`src/rtl/fetch_pipe.sv`:
```
`default_nettype none
// ---------------------------------------------------------------------------
// fetch_pipe : PC, fetch addressing and FD/X/MW pipeline registers (RV32I)
// Revision    : 1.0
// ---------------------------------------------------------------------------
module fetch_pipe #(
  parameter logic [31:0] RESET_PC = 32'h4000_0000,
  parameter int          BIOS_AW  = 12,
  parameter int          IMEM_AW  = 14,
  parameter logic [31:0] NOP      = 32'h0000_0013
) (
  input  logic               clk,
  input  logic               rst,
  input  logic               stall,
  input  logic [1:0]         pc_sel,
  input  logic [31:0]        jal_target,
  input  logic [31:0]        alu_out,
  input  logic [31:0]        bios_dout,
  input  logic [31:0]        imem_dout,
  input  logic               cnt_clr,
  output logic [BIOS_AW-1:0] bios_addr,
  output logic [IMEM_AW-1:0] imem_addr,
  output logic               inst_sel,
  output logic [31:0]        inst_fd,
  output logic [31:0]        inst_x,
  output logic [31:0]        inst_mw,
  output logic [31:0]        pc_fd,
  output logic [31:0]        pc_x,
  output logic [31:0]        pc_mw,
  output logic [31:0]        cycle_cnt,
  output logic [31:0]        instret_cnt
);

  logic [31:0] pc_fd_q, pc_fd_d, pc_x_q, pc_x_d, pc_mw_q, pc_mw_d;
  logic [31:0] inst_x_q, inst_x_d, inst_mw_q, inst_mw_d;
  logic        valid_x_q, valid_x_d, valid_mw_q, valid_mw_d;
  logic        kill_fd_q, kill_fd_d, inst_sel_q, inst_sel_d;
  logic [31:0] cycle_q, cycle_d, instret_q, instret_d;
  logic [31:0] fetch_pc;
  logic [31:0] inst_fd_w;
  logic        unused_alu_lsb;

  assign unused_alu_lsb = alu_out[0];

  // Reset forces RESET_PC so the BIOS word is already in flight on release.
  always_comb begin
    if (rst) begin
      fetch_pc = RESET_PC;
    end else if (stall) begin
      fetch_pc = pc_fd_q;
    end else begin
      case (pc_sel)
        2'd0:    fetch_pc = jal_target;
        2'd1:    fetch_pc = {alu_out[31:1], 1'b0};
        default: fetch_pc = pc_fd_q + 32'd4;
      endcase
    end
  end

  assign inst_fd_w = kill_fd_q ? NOP : (inst_sel_q ? bios_dout : imem_dout);

  always_comb begin
    pc_fd_d    = pc_fd_q;
    pc_x_d     = pc_x_q;
    pc_mw_d    = pc_mw_q;
    inst_x_d   = inst_x_q;
    inst_mw_d  = inst_mw_q;
    valid_x_d  = valid_x_q;
    valid_mw_d = valid_mw_q;
    kill_fd_d  = kill_fd_q;
    inst_sel_d = inst_sel_q;
    if (!stall) begin
      pc_fd_d    = fetch_pc;
      inst_sel_d = fetch_pc[30];
      kill_fd_d  = 1'b0;
      // An X-stage redirect squashes the wrong-path instruction sitting in FD.
      if (pc_sel == 2'd1) begin
        inst_x_d  = NOP;
        valid_x_d = 1'b0;
      end else begin
        inst_x_d  = inst_fd_w;
        valid_x_d = ~kill_fd_q;
      end
      pc_x_d     = pc_fd_q;
      inst_mw_d  = inst_x_q;
      pc_mw_d    = pc_x_q;
      valid_mw_d = valid_x_q;
    end
  end

  always_comb begin
    cycle_d   = cycle_q + 32'd1;
    instret_d = (!stall && valid_mw_q) ? instret_q + 32'd1 : instret_q;
    if (cnt_clr) begin
      cycle_d   = 32'd0;
      instret_d = 32'd0;
    end
  end

  always_ff @(posedge clk or posedge rst) begin
    if (rst) begin
      pc_fd_q    <= RESET_PC - 32'd4;
      kill_fd_q  <= 1'b1;
      inst_sel_q <= 1'b1;
      inst_x_q   <= NOP;
      inst_mw_q  <= NOP;
      pc_x_q     <= 32'd0;
      pc_mw_q    <= 32'd0;
      valid_x_q  <= 1'b0;
      valid_mw_q <= 1'b0;
      cycle_q    <= 32'd0;
      instret_q  <= 32'd0;
    end else begin
      pc_fd_q    <= pc_fd_d;
      kill_fd_q  <= kill_fd_d;
      inst_sel_q <= inst_sel_d;
      inst_x_q   <= inst_x_d;
      inst_mw_q  <= inst_mw_d;
      pc_x_q     <= pc_x_d;
      pc_mw_q    <= pc_mw_d;
      valid_x_q  <= valid_x_d;
      valid_mw_q <= valid_mw_d;
      cycle_q    <= cycle_d;
      instret_q  <= instret_d;
    end
  end

  assign bios_addr   = fetch_pc[BIOS_AW+1:2];
  assign imem_addr   = fetch_pc[IMEM_AW+1:2];
  assign inst_sel    = inst_sel_q;
  assign inst_fd     = inst_fd_w;
  assign inst_x      = inst_x_q;
  assign inst_mw     = inst_mw_q;
  assign pc_fd       = pc_fd_q;
  assign pc_x        = pc_x_q;
  assign pc_mw       = pc_mw_q;
  assign cycle_cnt   = cycle_q;
  assign instret_cnt = instret_q;

endmodule
`default_nettype wire
```
`config.mk`:
```
export PLATFORM = sky130hd
export DESIGN_NAME = fetch_pipe
export DESIGN_NICKNAME = d
export VERILOG_FILES = /design/src/rtl/fetch_pipe.sv
export SDC_FILE = /design/constraint.sdc
export NUM_CORES = 1
export LEC_CHECK = 0
export CORE_AREA = 3 3 161 163
export CTS_CLUSTER_DIAMETER = 200
export DETAILED_ROUTE_END_ITERATION = 10
export DIE_AREA = 0 0 164 166
export PLACE_DENSITY = 0.92
export RECOVER_POWER = 50
export SYNTH_ARGS = -nofsm -noshare
export SYNTH_HDL_FRONTEND = slang
export SYNTH_SLANG_ARGS = --single-unit
```
`constraint.sdc`:
```
create_clock -name clk -period 21.6 [get_ports clk]
set_clock_uncertainty 0.1 [all_clocks]
set_input_delay 4.32 -clock clk [delete_from_list [all_inputs] [get_ports clk]]
set_output_delay 4.32 -clock clk [all_outputs]
set_load 0.05 [all_outputs]
```
==> results.cfg <==
[final_layout]
fin_area_mm2 = 0.01637
register_area_mm2 = 0.005751
syn_to_final_growth_pct = 44.21
drive_gt1_frac = 0.1327
antennaDiodeCount = 0
multiInputGateArea_mm2 = 0.005054
layout.nets = 1594
num-fill-cells = 1778

[synth]
synth_seq_cells = 228
synth_cells = 1105
async_reset_ff_frac = 1.000
syn_avg_cell_area_um2 = 10.27
synth.largest_area_cell = dfrtp_1
ys.flop_type = dfrtp_1
syn_nets = 1242
yosysMostFrequentCell = dfrtp_1
synth_edf_count = 0
ys_top_cells_by_area = dfrtp_1 (42%), mux2_2 (10%), dfstp_2 (8.3%)
synth_cell_types = 53
ys.warnings.count = 0
synth_commonest_cells = dfrtp_1 (192), nor2_1 (136), mux2_2 (101)
synth_top_area_share = 0.4234
synth_area_mm2 = 0.01135
yosysSeqAreaShare = 0.5067

[routing]
drt-initial-drc-count = 848
routed_wl_um = 36460
antenna_left = 0
vias = 10219
via_per_inst = 5.674
post-route-drc-count = 0
dr.pass1.iters = 5
wl_per_cell_um = 20.24

[hold_path]
hp-class = register to register

[clocking]
path_clk_slew_ps = 50
clock_latency_ps = 520
cts_made_buffers = 26
cts_max_level = 1
cts.sinks = 228
cts_resized = 0
cts_buffer_depth = 3
cts_tree = built
cts_hold_buffers = 0
root_buffer = clkbuf_16
post-cts-setup-buffer-count = 0

[grt]
met3_usage = 0.05338
grt_pass1_vias = 10297
grt_max_degree = 98
grt_pass1_wl_um = 57190
grtUsageMet2 = 0.4449
grt-ovfl-total = 0
top_usage_layer = met2
grt.total_usage = 0.2611
antenna_found_initial = 1
use_met1 = 0.3286

[floorplanning]
die-area_mm2 = 0.02722
die_x_um = 164
num_rows = 57
start_util = 0.4639
dieHeight_um = 166
io_pins = 417
core_mm2 = 0.02446

[timing]
relSlewSlack = -1.785
hold_viol = 0
setup_viol = 0
layout_worst_path_cycle_share = 0.7100
rsz0062_at_grt = no
min_period_ps = 15340
setup-tns-final_ps = 0
worst_pin_slew_ps = 4155
fmax_ghz = 0.06520
final_max_slew_viol_count = 373

[run_status]
violations = capacitance limit, slew limit
status = complete, but fails checks

[worst_setup_path]
required_ps = 17180
critPathLaunchType = primary input
critPathKind = primary input to primary output
cp.arrival_ps = 10920
r2r_slack_ps = 19070
endpoint_kind = primary output
critPathMaxFanout = 97

[placed_design]
routabilityCongestion = 0.8617
dpl_cell_area_mm2 = 0.01547
dp_hpwl_um = 26540
numPortBuffers = 415

[pwr]
ir_worst_vdd_mv = 0.07458
p_per_area_mw_per_mm2 = 84.79
leakagePower_nw = 7.068

[job]
drv_cap = 5
-- worst max-delay path, cell delays in order --
cell and delay (ps):
dlygate4sd3_1 1100, clkinvlp_2 3450, and2_1 1210, clkdlybuf4s50_1 760
-- per-stage QoR --
| step | hold slack, ps | worst slack (ps) | util | total power [mW] | std cells |
|---|---|---|---|---|---|
| 4_1_cts | 379.2 | 9082 | 0.6696 | 1.407 | 1800 |
| 2_1_floorplan | 346.3 | 6940 | - | 0.7813 | 1105 |
| 6_report | 378.9 | 6263 | 0.6690 | 1.388 | 1801 |
| 3_3_place_gp | 360.1 | 9173 | 0.6322 | 0.9334 | 1752 |
| 3_5_place_dp | 363.5 | 9127 | 0.6322 | 0.9435 | 1752 |
| 5_1_grt | 413.8 | 5483 | 0.6690 | 1.436 | 1801 |
-- state kept, by name, indices dropped and copies added (netlist names) --
name         cells
valid_x_q        1
inst_x          32
inst_mw         32
cycle_cnt       32
pc_x            32
pc_mw           32
instret_cnt     32
inst_sel         1
kill_fd_q        1
valid_mw_q       1
pc_fd           32
-- where the power goes --
part / switching (mW) / internal, mW / leakage (nW)
sequential: 0.0409 / 0.475 / 2.91
combinational: 0.272 / 0.140 / 3.70
clock: 0.172 / 0.288 / 0.452
-- path summary, 6_finish.rpt --
kind                       startpoint            to  depth (start not counted)
min                         valid_x_q     valid_x_q                          2
max                               rst  bios_addr[1]                          4
min reg2reg                 valid_x_q     valid_x_q                          2
max reg2reg                  pc_fd[3]     pc_fd[18]                          6
max in group asynchronous         rst    inst_mw[5]                          3
min in group asynchronous         rst     pc_fd[31]                          2
-- cell usage in the layout, fill, tap and decap left out, types with 16 or more instances in the layout --
master	n
xor2_1	24
a21oi_1	32
xnor2_1	33
mux2i_1	46
o21ai_0	55
dlygate4sd3_1	110
o21ai_1	27
nand3_1	38
nor2b_1	16
dfstp_2	36
clkdlybuf4s50_1	301
nor2_1	136
nor3_1	18
mux2_2	100
and3_1	16
nand4_1	31
dfrtp_1	192
nand2_1	73
clkbuf_16	27
-- metal layers --
layer  vias up  wire length (µm)
li1       4573                 -
met1      5020             13930
met2       522             18290
met3       102              2762
met4         2              1463
met5         -                13
-- cells by family (layout without fill, tap and decap cells) --
logic type | count (synthesis) | count (layout) | share of synthesized area
buf+inv | 114 | 486 | 0.04796
flops | 228 | 228 | 0.5067
fa+ha+maj | 3 | 3 | 0.003308
simple gates | 386 | 386 | 0.1673
compound gates | 165 | 165 | 0.08501
mux | 152 | 152 | 0.1458
xor+xnor | 57 | 57 | 0.04399
-- cell type report --
class	instances	area share
clock buffers	40	0.04855
flip-flops and latches	228	0.3514
well taps	324	0.02477
inverters	15	0.003517
multi-input cells	763	0.3088
repair buffers	423	0.2557
clock inverters	8	0.007263
(Power assumes the default switching activity.)
